### config.mk
export PLATFORM = sky130hd
export DESIGN_NAME = mmi_cp_regs
export DESIGN_NICKNAME = d
export VERILOG_FILES = /design/src/rtl/mmi_pkg.sv /design/src/rtl/mmi_irq_ctrl.sv /design/src/rtl/mmi_cp_regs.sv
export SDC_FILE = /design/constraint.sdc
export NUM_CORES = 1
export LEC_CHECK = 0
export ABC_AREA = 0
export CELL_PAD_IN_SITES_DETAIL_PLACEMENT = 1
export CELL_PAD_IN_SITES_GLOBAL_PLACEMENT = 1
export CORE_ASPECT_RATIO = 1.75
export CORE_UTILIZATION = 37
export DETAILED_ROUTE_END_ITERATION = 10
export PLACE_DENSITY = 0.82
export SYNTH_ARGS = -nofsm -noshare
export SYNTH_HDL_FRONTEND = slang
export SYNTH_SLANG_ARGS = --single-unit
### constraint.sdc
create_clock -name i_clk -period 2.1 [get_ports i_clk]
set_clock_uncertainty 0.1 [all_clocks]
set_input_delay 0.63 -clock i_clk [delete_from_list [all_inputs] [get_ports i_clk]]
set_output_delay 0.63 -clock i_clk [all_outputs]
set_load 0.1 [all_outputs]
### src/rtl/mmi_pkg.sv
// Shared definitions for the CPU-side register bank in front of mmi_to_cp:
// register word offsets, CTRL/STAT bit positions, control-word field layout
// and a byte-lane merge helper.
package mmi_pkg;

   // Register word offsets inside the window
   typedef enum logic [1:0] {
      REG_CFG0 = 2'd0,
      REG_CFG1 = 2'd1,
      REG_STAT = 2'd2,
      REG_CTRL = 2'd3
   } reg_word_e;

   // CTRL bit positions
   localparam int unsigned CTRL_IRQ_EN_BIT   = 0;
   localparam int unsigned CTRL_IRQ_PEND_BIT = 1;
   localparam int unsigned CTRL_ABORT_BIT    = 2;

   // STAT bit positions (stat_q occupies [23:0])
   localparam int unsigned STAT_Q_W          = 24;
   localparam int unsigned STAT_BUSY_BIT     = 24;
   localparam int unsigned STAT_PEND_BIT     = 25;
   localparam int unsigned STAT_ERR_BIT      = 26;

   // Control word layout toward mmi_to_cp
   localparam int unsigned CTRL_DATA_LSB     = 0;
   localparam int unsigned CTRL_DATA_W       = 8;
   localparam int unsigned CTRL_CMD_LSB      = 8;
   localparam int unsigned CTRL_CMD_W        = 8;
   localparam int unsigned CTRL_TH_LSB       = 16;
   localparam int unsigned CTRL_TH_W         = 16;
   localparam int unsigned CTRL_SRC_LSB      = 32;
   localparam int unsigned CTRL_SRC_W        = 16;
   localparam int unsigned CTRL_DEST_LSB     = 48;
   localparam int unsigned CTRL_DEST_W       = 16;

   // Replace only the bytes whose lane enable is set
   function automatic logic [31:0] merge_bytes(input logic [31:0] old_word,
                                               input logic [31:0] new_word,
                                               input logic [3:0]  strb);
      logic [31:0] res;
      res = old_word;
      for (int b = 0; b < 4; b++) begin
         if (strb[b]) begin
            res[8*b +: 8] = new_word[8*b +: 8];
         end else begin
            res[8*b +: 8] = old_word[8*b +: 8];
         end
      end
      return res;
   endfunction

endpackage

### src/rtl/mmi_irq_ctrl.sv
// Completion interrupt: rising-edge detect on the registered done bit,
// sticky pending flag with write-1-to-clear, and an enable gate.
module mmi_irq_ctrl (
   input  logic clk,
   input  logic rst_n,
   input  logic done,
   input  logic w1c,
   input  logic en_we,
   input  logic en_wdata,
   output logic irq_pending,
   output logic irq_en,
   output logic irq
);

   logic done_prev_r;
   logic pending_r;
   logic en_r;
   logic rise_s;

   assign rise_s      = done & ~done_prev_r;
   assign irq_pending = pending_r;
   assign irq_en      = en_r;
   assign irq         = pending_r & en_r;

   // Track done history, latch completion events (set beats clear), hold enable
   always_ff @(posedge clk or negedge rst_n) begin
      if (!rst_n) begin
         done_prev_r <= 1'b0;
         pending_r   <= 1'b0;
         en_r        <= 1'b0;
      end else begin
         done_prev_r <= done;
         if (rise_s) begin
            pending_r <= 1'b1;
         end else if (w1c) begin
            pending_r <= 1'b0;
         end
         if (en_we) begin
            en_r <= en_wdata;
         end
      end
   end

endmodule

### src/rtl/mmi_cp_regs.sv
// CPU register bank feeding mmi_to_cp: holds command fields, issues each
// command once over valid/ready, flags colliding writes, mirrors status and
// raises a completion interrupt.
module mmi_cp_regs
   import mmi_pkg::*;
#(
   parameter int unsigned ADDR_W   = 2,
   parameter int unsigned DONE_BIT = 0,
   parameter int unsigned BUSY_BIT = 1
) (
   input  logic              i_clk,
   input  logic              i_rst_n,
   input  logic              i_we,
   input  logic              i_re,
   input  logic [ADDR_W-1:0] i_addr,
   input  logic [31:0]       i_wdata,
   input  logic [3:0]        i_wstrb,
   output logic [31:0]       o_rdata,
   output logic              o_rvalid,
   output logic [63:0]       o_mmi_ctrl,
   input  logic [23:0]       i_mmi_stat,
   output logic              o_cmd_valid,
   input  logic              i_cmd_ready,
   output logic              o_irq
);

   logic [31:0] cfg0_r;
   logic [31:0] cfg1_r;
   logic        pending_r;
   logic        err_r;
   logic [23:0] stat_q_r;
   logic [31:0] rdata_r;
   logic        rvalid_r;

   reg_word_e   word_s;
   logic        mapped_s;
   logic        wr_cfg0_s;
   logic        wr_cfg1_s;
   logic        wr_ctrl_s;
   logic        collide_s;
   logic        issue_s;
   logic        accept_s;
   logic        abort_s;
   logic        irq_w1c_s;
   logic        irq_pending_s;
   logic        irq_en_s;
   logic [31:0] rd_mux_s;
   logic [63:0] ctrl_word_s;

   assign word_s   = reg_word_e'(i_addr[1:0]);
   assign mapped_s = (i_addr >> 2) == {ADDR_W{1'b0}};

   // Decode bus writes into per-register strobes and command events
   always_comb begin
      wr_cfg0_s = 1'b0;
      wr_cfg1_s = 1'b0;
      wr_ctrl_s = 1'b0;
      if (i_we && mapped_s) begin
         case (word_s)
            REG_CFG0: wr_cfg0_s = 1'b1;
            REG_CFG1: wr_cfg1_s = 1'b1;
            REG_CTRL: wr_ctrl_s = 1'b1;
            default:  wr_ctrl_s = 1'b0;
         endcase
      end else begin
         wr_ctrl_s = 1'b0;
      end
      // Field writes during an outstanding command are dropped whole
      collide_s = (wr_cfg0_s | wr_cfg1_s) & pending_r;
      issue_s   = wr_cfg0_s & ~pending_r & i_wstrb[1] & (i_wdata[15:8] != 8'h00);
      accept_s  = pending_r & i_cmd_ready;
      abort_s   = wr_ctrl_s & i_wstrb[0] & i_wdata[CTRL_ABORT_BIT];
      irq_w1c_s = wr_ctrl_s & i_wstrb[0] & i_wdata[CTRL_IRQ_PEND_BIT];
   end

   // Hold command fields; they only change while no command is outstanding
   always_ff @(posedge i_clk or negedge i_rst_n) begin
      if (!i_rst_n) begin
         cfg0_r <= 32'h0;
         cfg1_r <= 32'h0;
      end else begin
         if (wr_cfg0_s && !pending_r) begin
            cfg0_r <= merge_bytes(cfg0_r, i_wdata, i_wstrb);
         end
         if (wr_cfg1_s && !pending_r) begin
            cfg1_r <= merge_bytes(cfg1_r, i_wdata, i_wstrb);
         end
      end
   end

   // Command pending / sticky collision error; abort overrides everything
   always_ff @(posedge i_clk or negedge i_rst_n) begin
      if (!i_rst_n) begin
         pending_r <= 1'b0;
         err_r     <= 1'b0;
      end else if (abort_s) begin
         pending_r <= 1'b0;
         err_r     <= 1'b0;
      end else begin
         if (collide_s) begin
            err_r <= 1'b1;
         end
         if (issue_s) begin
            pending_r <= 1'b1;
         end else if (accept_s) begin
            pending_r <= 1'b0;
         end
      end
   end

   // One register stage on the coprocessor status word
   always_ff @(posedge i_clk or negedge i_rst_n) begin
      if (!i_rst_n) begin
         stat_q_r <= 24'h0;
      end else begin
         stat_q_r <= i_mmi_stat;
      end
   end

   // Select read data for the addressed word; unmapped words read as zero
   always_comb begin
      rd_mux_s = 32'h0;
      if (mapped_s) begin
         case (word_s)
            REG_CFG0: rd_mux_s = cfg0_r;
            REG_CFG1: rd_mux_s = cfg1_r;
            REG_STAT: begin
               rd_mux_s[STAT_Q_W-1:0]  = stat_q_r;
               rd_mux_s[STAT_BUSY_BIT] = stat_q_r[8+BUSY_BIT];
               rd_mux_s[STAT_PEND_BIT] = pending_r;
               rd_mux_s[STAT_ERR_BIT]  = err_r;
            end
            REG_CTRL: begin
               rd_mux_s[CTRL_IRQ_EN_BIT]   = irq_en_s;
               rd_mux_s[CTRL_IRQ_PEND_BIT] = irq_pending_s;
            end
            default:  rd_mux_s = 32'h0;
         endcase
      end else begin
         rd_mux_s = 32'h0;
      end
   end

   // Registered read port with fixed one-cycle latency
   always_ff @(posedge i_clk or negedge i_rst_n) begin
      if (!i_rst_n) begin
         rdata_r  <= 32'h0;
         rvalid_r <= 1'b0;
      end else begin
         rvalid_r <= i_re;
         if (i_re) begin
            rdata_r <= rd_mux_s;
         end else begin
            rdata_r <= 32'h0;
         end
      end
   end

   // Assemble control word; the command byte is shown only while pending
   always_comb begin
      ctrl_word_s = 64'h0;
      ctrl_word_s[CTRL_DATA_LSB +: CTRL_DATA_W] = cfg0_r[7:0];
      ctrl_word_s[CTRL_TH_LSB   +: CTRL_TH_W]   = cfg0_r[31:16];
      ctrl_word_s[CTRL_SRC_LSB  +: CTRL_SRC_W]  = cfg1_r[15:0];
      ctrl_word_s[CTRL_DEST_LSB +: CTRL_DEST_W] = cfg1_r[31:16];
      if (pending_r) begin
         ctrl_word_s[CTRL_CMD_LSB +: CTRL_CMD_W] = cfg0_r[15:8];
      end else begin
         ctrl_word_s[CTRL_CMD_LSB +: CTRL_CMD_W] = 8'h00;
      end
   end

   mmi_irq_ctrl u_irq (
      .clk         (i_clk),
      .rst_n       (i_rst_n),
      .done        (stat_q_r[8+DONE_BIT]),
      .w1c         (irq_w1c_s),
      .en_we       (wr_ctrl_s & i_wstrb[0]),
      .en_wdata    (i_wdata[CTRL_IRQ_EN_BIT]),
      .irq_pending (irq_pending_s),
      .irq_en      (irq_en_s),
      .irq         (o_irq)
   );

   assign o_rdata     = rdata_r;
   assign o_rvalid    = rvalid_r;
   assign o_mmi_ctrl  = ctrl_word_s;
   assign o_cmd_valid = pending_r;

endmodule

## Yosys cells after proc, flatten, opt, wreduce, memory -nomap -nowiden

Cells that the tools add are included.
Widths: inputs -> output; s select.

- Bits in registers: 126
- Output and inout port bits: 99
- Word-level logic and storage cells: 66

- Equality and inequality tests: 3
- Multiplexer cells: 18
- Bitwise logic cells: 13
- Reduce and logical (&&, ||, !) cells: 16

Operators with widths:

| kind | count |
|---|---|
| $pmux 25 s3 | 1 |
| $mux 32 | 1 |
| $reduce_and 2->1 | 8 |
| $mux 1 | 13 |
| $and 1x1->1 | 10 |
| $pmux 5 s2 | 1 |
| $mux 8 | 1 |
| $pmux 2 s4 | 1 |
| $reduce_bool 8->1 | 1 |
| $eq 2x2->1 const B | 2 |
| $reduce_bool 2->1 | 2 |
| $reduce_bool 3->1 | 1 |
| $eq 2x1->1 const B | 1 |
| $logic_and 1x1->1 | 2 |
| $logic_not 2->1 | 1 |
| $not 1->1 | 2 |
| $logic_not 1->1 | 1 |
| $or 1x1->1 | 1 |

## Logic depth before layout (Yosys ltp)

Gate-level depths: netlist (run 1).

- Depth after elaboration: 8
- Gate-level depth with buffers: 5
- Depth with buffers taken out: 3

## Modules after synthesis

A second synthesis (run 1) with hierarchy kept.

- Cells, all modules: 375
- Area total of the unflattened synthesis: 5170.0 µm²

By module, submodules not included:

| module | times used | cells an instance | area an instance (µm²) | seq. area each (µm²) |
|---|---|---|---|---|
| mmi_cp_regs | 1 | 367 | 5059.9 | 3078.0 |
| mmi_irq_ctrl | 1 | 8 | 110.1 | 75.1 |

## Least setup slack after synthesis (run 1)

Ideal clock, no wire load.

- Path kind: flip-flop to output port
- Start: register pending_r (netlist: o_cmd_valid)
- End: output o_mmi_ctrl[10]
- Data arrival time: 2.039 ns
- Slack: -0.669 ns
- Stages on the path, launching flop included: 3
- Cell sequence: dfrtp_1 clkbuf_1 and2_1

- Longest elaborated chain between the ends: 1

Ends and longest elaborated chain:

| what | line | text |
|---|---|---|
| from (decl) | mmi_cp_regs.sv:29 | `logic pending_r;` |
| from (signal assigned) | mmi_cp_regs.sv:94 | `pending_r <= 1'b0;` |
| from (signal assigned) | mmi_cp_regs.sv:97 | `pending_r <= 1'b0;` |
| from (signal assigned) | mmi_cp_regs.sv:104 | `pending_r <= 1'b1;` |
| $mux 8 | mmi_cp_regs.sv:166 | `if (pending_r) begin` |
| to (decl) | mmi_cp_regs.sv:20 | `output logic [63:0] o_mmi_ctrl,` |

No other way between the ends.

## Worst setup path in the final report (run 1)

- Start: register pending_r (netlist: o_cmd_valid)
- End: output o_mmi_ctrl[14]

The elaborated chain is that of the path after synthesis.

==> results of run 1 <==
## sequential cells by signal (all words and copies together), names as in the netlist
signal	cells
cfg0_r	32
cfg1_r	32
err_r	1
o_cmd_valid	1
o_rdata	32
o_rvalid	1
stat_q_r	24
u_irq.done_prev_r	1
u_irq.irq_en	1
u_irq.irq_pending	1
## final cells by class
cell class | count | area share, %
sequential | 126 | 36.1
antenna | 1 | 0.0286
tap | 174 | 2.49
inverter | 2 | 0.0858
clock buffer | 22 | 5.30
timing repair buffer | 192 | 33.2
clock inverter | 10 | 2.66
multi-input combinational | 208 | 20.2
## routing by layer
layer / part of all wire [%] / vias to the layer above
li1: - / 1611
met3: 3.4 / 39
met5: 0 / -
met1: 33 / 1874
met4: 4.0 / 0
met2: 59 / 135
## how the worst max path moves through the flow
stage	end	slack [ns]	cells past startpoint	start
3_5_place_dp	o_rdata[15]	-0.24	6	i_addr[1]
6_report	o_mmi_ctrl[14]	0.009	2	o_cmd_valid
4_1_cts	o_mmi_ctrl[12]	-0.002	2	o_cmd_valid
3_3_place_gp	cfg0_r[25]	-0.21	5	i_addr[1]
2_1_floorplan	o_mmi_ctrl[10]	-0.1	2	o_cmd_valid
5_1_grt	o_mmi_ctrl[13]	-0.01	2	o_cmd_valid
## repair_timing
item	CTS	global route
setup endpoints to repair	8	6
buffers inserted	2	0
pin swaps	0	0
endpoints found under the hold margin	0	0
gates resized for setup	3	1
## synth_stat cells
cell type  number  area (um^2)
a21boi_0       22          165
nand2_2         8         50.1
a22oi_1         1         7.51
nor4b_4         1         23.8
buf_6           1         11.3
nor2b_1         1         6.26
a22o_1          1         8.76
a31oi_1         1         6.26
nand2_1        46          173
and2_1         14         87.6
buf_1           3         11.3
mux4_1          2         52.6
mux2_4          2         30.0
and4_2          1         10.0
o2bb2ai_1       1         8.76
nand2b_1        1         6.26
buf_2           5         25.0
buf_4          24          180
clkbuf_1        4         15.0
mux2i_1         8         80.1
dfrtp_1       126         3150
inv_1           2         7.51
or4_1           2         15.0
a21oi_1         1         5.00
mux2_2         85          957
o211ai_1        1         7.51
o21ai_0         2         10.0
nand3b_1        1         7.51
and4bb_2        1         12.5
nor2_1          5         18.8
clkbuf_8        1         13.8
## power breakdown
group	switching, mW	leakage (nW)	internal [mW]
logic	2.86	2.00	1.70
registers	0.454	1.54	2.80
clock network	1.05	0.339	2.41
total	4.36	3.88	6.91
## through the flow
stage                     power, mW  std cells  instance area, um^2
after floorplan                6.00        374                 5180
after global placement         7.72        700                 8030
after detailed placement       7.84        700                 8030
after CTS                      11.4        734                 8750
after global routing           11.6        735                 8750
final                          11.3        735                 8750
## cells by family (layout without fill, tap and decap cells)
kind of cell / Yosys count / count (layout)
buffers and inverters: 40 / 226
and+or+nand+nor: 81 / 81
AOI/OAI and AO/OA: 30 / 30
muxes: 97 / 97
DFF: 126 / 126
other: 0 / 1
==> out/metrics.yaml, run 1 <==
outcome: "finished clean"
mostFrequentLayoutCells: "dfrtp_1 (125), buf_12 (104), mux2_2 (85)"
worst_r2r_endpoint: "cfg0_r[25]"
grt-ovfl-total: 0
path_cells: "and2_2, buf_12"
ys_seq_area_share_pct: 61.0
whs_ns: 0.0374
fill_cells: 1200
area_delta_synth_final_pct: 69.4
wl_per_cell_um: 22.0
via_per_inst: 4.98
hold_viol_final: 0
yosys_register_bits: 126
cp.arrival_ns: 1.36
nNetsFinal: 614
grt_pass1_vias: 4387
post-route-min-period_ns: 2.09
route.detailed.drc: 0
fp.coreArea_um2: 13500
start_util_pct: 38.2
end_kind: "primary output"
fin_ws_ns: 0.00932
final_max_slew_viol_count: 0
finalSetupTns_ns: 0
tightest_slew_ns: 0.430
dieArea_um2: 14500
tritoncts: "built"
grt_start_max_net_pins: 44
timing.rr.start: "o_cmd_valid"
grt.met3_usage_pct: 4.68
setup_viol: 0
worst_setup_path_start_kind: "register"
clock_latency_ns: 0.40
synthMuxAreaShare_pct: 21.7
vias: 3659
routed_wl_um: 16200
synth_compound_area_share_pct: 4.24
num_rows: 56
ant_nets: 0
power_density_nw_per_um2: 1290
synth_fa_ha_area_share_pct: 0
grtUsageTotal_pct: 23.9
seqCellArea_um2: 3160
post-route-util_pct: 64.7
peakVddDrop_mv: 0.755
clk_path_buf_depth: 2
met1_usage_pct: 23.2
critPathKind: "register to primary output"
dp_hpwl_um: 11700
avgSynthCellArea_um2: 13.8
crit_buf_inv: 1
numCtsBuffers: 17
multiInputGateArea_um2: 1770
busiest_layer: "met2"
grt_pass1_wl_um: 25100
hold_class: "primary input to asynchronous set/reset pin"
slew_headroom_pct: 71.4
syn_nets: 441
slowest_stage: "dfrtp_4"
crit_family: "flip-flops"
drive_gt1_share_pct: 47.3
fp.dieW_um: 91.3
r2r_cells: 5
ctsHoldBuffers: 0
first_pass_iters: 4
leakagePower_nw: 3.88
yosys_warnings: 0
dp_slack_ns: -0.241
required_ns: 1.37
synthesis.area_um2: 5170
cts_sinks: 126
reg2reg_slack_ns: 0.16
layout_commonest_cell: "dfrtp_1"
period_share_pct: 99.6
synthXorXnorAreaFrac_pct: 0
crit_path_max_incr_delay_ns: 0.55
antenna_found_initial: 1
cap_violations: 0
h-tree-depth: 4
port_buffers: 165
dieHeight_um: 158
rsz0062_at_grt: "yes"
io_pins: 166
cts_root_buffer: "clkbuf_16"
syn_inst: 374
crit_fanout: 10
ys_types: 31
place_congestion: 0.776
path_clk_slew_ns: 0.06
use_met2_pct: 46.7
first_iter_violations: 91
synth_top_family_by_area: "multiplexers"
yosys.area_share.simple_pct: 7.94
fmax_ghz: 0.478
Power figures use the tool's default switching activity.
==> run 2, diff against run 1 <==
--- a/config.mk
+++ b/config.mk
@@ -12,6 +12,7 @@
 export CORE_UTILIZATION = 37
 export DETAILED_ROUTE_END_ITERATION = 10
 export PLACE_DENSITY = 0.82
+export SLEW_MARGIN = 20
 export SYNTH_ARGS = -nofsm -noshare
 export SYNTH_HDL_FRONTEND = slang
 export SYNTH_SLANG_ARGS = --single-unit
==> results of run 2 <==
Same layout as run 1: the final DEF is identical, and so are final timing and power.
==> run 3, diff against run 2 <==
--- a/config.mk
+++ b/config.mk
@@ -15,4 +15,5 @@
 export SLEW_MARGIN = 20
 export SYNTH_ARGS = -nofsm -noshare
 export SYNTH_HDL_FRONTEND = slang
+export SYNTH_HIERARCHICAL = 1
 export SYNTH_SLANG_ARGS = --single-unit
==> out/metrics.yaml, run 3 <==
vias: 3677
worst_r2r_endpoint: "cfg0_r[26]"
tightest_slew_ns: 0.411
outcome: "finished clean"
wl_per_cell_um: 22.8
path_cells: "and2_2, buf_12"
crit_family: "flip-flops"
leakagePower_nw: 3.85
antenna_found_initial: 0
area_delta_synth_final_pct: 67.8
routed_wl_um: 16700
numCtsBuffers: 17
mostFrequentLayoutCells: "dfrtp_1 (125), buf_12 (102), mux2_2 (84)"
peakVddDrop_mv: 0.620
reg2reg_slack_ns: 0.18
grt-ovfl-total: 0
ant_nets: 0
nNetsFinal: 615
via_per_inst: 5.00
yosys.area.top_type_share_pct: 61.0
synthFlopType: "dfrtp_1"
slowest_stage: "dfrtp_2"
avgSynthCellArea_um2: 13.8
ctsHoldBuffers: 0
worst_setup_path_start_kind: "register"
first_iter_violations: 154
async_reset_ff_share_pct: 100
cp.arrival_ns: 1.31
clock_latency_ns: 0.42
synth_edf_count: 0
cts_sinks: 126
required_ns: 1.37
clk_path_buf_depth: 2
tritoncts: "built"
critPathKind: "register to primary output"
dieHeight_um: 158
post-route-min-period_ns: 2.04
h-tree-depth: 4
cts_root_buffer: "clkbuf_16"
fmax_ghz: 0.491
synth.most_common_cell: "dfrtp_1"
crit_buf_inv: 1
cap_violations: 0
hold_class: "primary input to asynchronous set/reset pin"
grt_pass1_vias: 4295
crit_fanout: 10
num_rows: 56
yosysTopAreaCell: "dfrtp_1"
start_util_pct: 38.2
grt_start_max_net_pins: 42
io_pins: 166
drive_gt1_share_pct: 47.8
power_density_nw_per_um2: 1270
slew_headroom_pct: 72.6
hold_viol_final: 0
syn_nets: 442
syn_inst: 375
synthesis.area_um2: 5170
layout_commonest_cell: "dfrtp_1"
dieArea_um2: 14500
port_buffers: 165
grtUsageTotal_pct: 24.9
fp.coreArea_um2: 13500
first_pass_iters: 4
crit_path_max_incr_delay_ns: 0.49
place_congestion: 0.789
setup_viol: 0
end_kind: "primary output"
r2r_cells: 5
timing.rr.start: "o_cmd_valid"
synth_area_leaders: "dfrtp_1 (61%), mux2_2 (18%), buf_4 (3.6%)"
period_share_pct: 96.9
whs_ns: 0.0260
grt_pass1_wl_um: 26100
ys_top_cells_by_count: "dfrtp_1 (126), mux2_2 (84), nand2_1 (45), buf_4 (25), a21boi_0 (22)"
yosys_warnings: 6
diodes: 0
fp.dieW_um: 91.4
dp_hpwl_um: 11800
final_max_slew_viol_count: 0
post-route-util_pct: 64.2
ys_seq_area_share_pct: 61.0
rsz0062_at_grt: "no"
path_clk_slew_ns: 0.06
yosys_register_bits: 126
ys_types: 30
route.detailed.drc: 0
run 3: cell count changes in the layout (fill, tap and decap cells not counted), moves of 2 or more:
cell / change
and2_2: +2
and2_4: -2
buf_12: -2
buf_4: +2
bufinv_16: -3
clkbuf_1: -3
clkinvlp_4: +4
inv_6: +2
run 3: worst reg2reg max path, delay by kind of cell, from the launching register on:
kind,cells,cell delay [ns]
DFF,1,0.49
and+or+nand+nor,2,0.47
buffers and inverters,2,0.39
muxes,1,0.35
run 3: worst max path at each step:
stage          depth (start not counted)             end  slack (ns)   startpoint
2_1_floorplan                          2  o_mmi_ctrl[10]        -0.1  o_cmd_valid
4_1_cts                                2  o_mmi_ctrl[12]       0.002  o_cmd_valid
6_report                               2  o_mmi_ctrl[10]        0.06  o_cmd_valid
3_3_place_gp                           6     o_rdata[12]       -0.23    i_addr[1]
5_1_grt                                2   o_mmi_ctrl[8]        0.02  o_cmd_valid
3_5_place_dp                           6     o_rdata[12]       -0.26    i_addr[1]
run 3: layout make-up:
cell class / count / area, um^2
Fill cell: 1211 / 4850
Sequential cell: 126 / 3150
Timing Repair Buffer: 192 / 2880
Multi-Input combinational cell: 208 / 1770
Clock buffer: 20 / 467
Tap cell: 174 / 218
Clock inverter: 12 / 181
Inverter: 3 / 11.3
run 3: timing repair:
item | in CTS | in global routing
pin swaps | 0 | 0
buffers inserted | 2 | 0
gates resized for setup | 0 | 1
endpoints found under the setup margin | 8 | 1
run 3: cell families after synthesis:
family          after synthesis  share of synthesized area, %
simple gates                 81                          7.99
buf+inv                      41                          5.11
flops                       126                          61.0
mux                          97                          21.7
compound gates               30                          4.19
run 3: report_power, final:
part	leakage, nW	switching, mW	internal, mW
clock	0.305	1.13	2.09
sequential	1.54	0.466	2.80
combinational	2.00	2.87	1.70
run 3: routing by layer:
layer | up-vias | part of all wire (%) | track usage [%]
met5 | - | 0 | 0
met4 | 0 | 1.6 | 8.92
met3 | 16 | 3.2 | 4.68
met2 | 113 | 61 | 49.6
met1 | 1939 | 34 | 25.4
li1 | 1609 | - | -
run 3: metrics by stage:
stage	total power [mW]	TNS [ns]	cells	area (um^2)	setup slack, ns
after floorplan	6.00	-0.770	375	5180	-0.0968
after global placement	7.72	-15.28	701	8010	-0.226
after detailed placement	7.84	-17.09	701	8010	-0.259
after CTS	11.1	0	735	8680	0.00154
after global routing	11.3	0	735	8680	0.0167
final	11.1	0	735	8680	0.0649
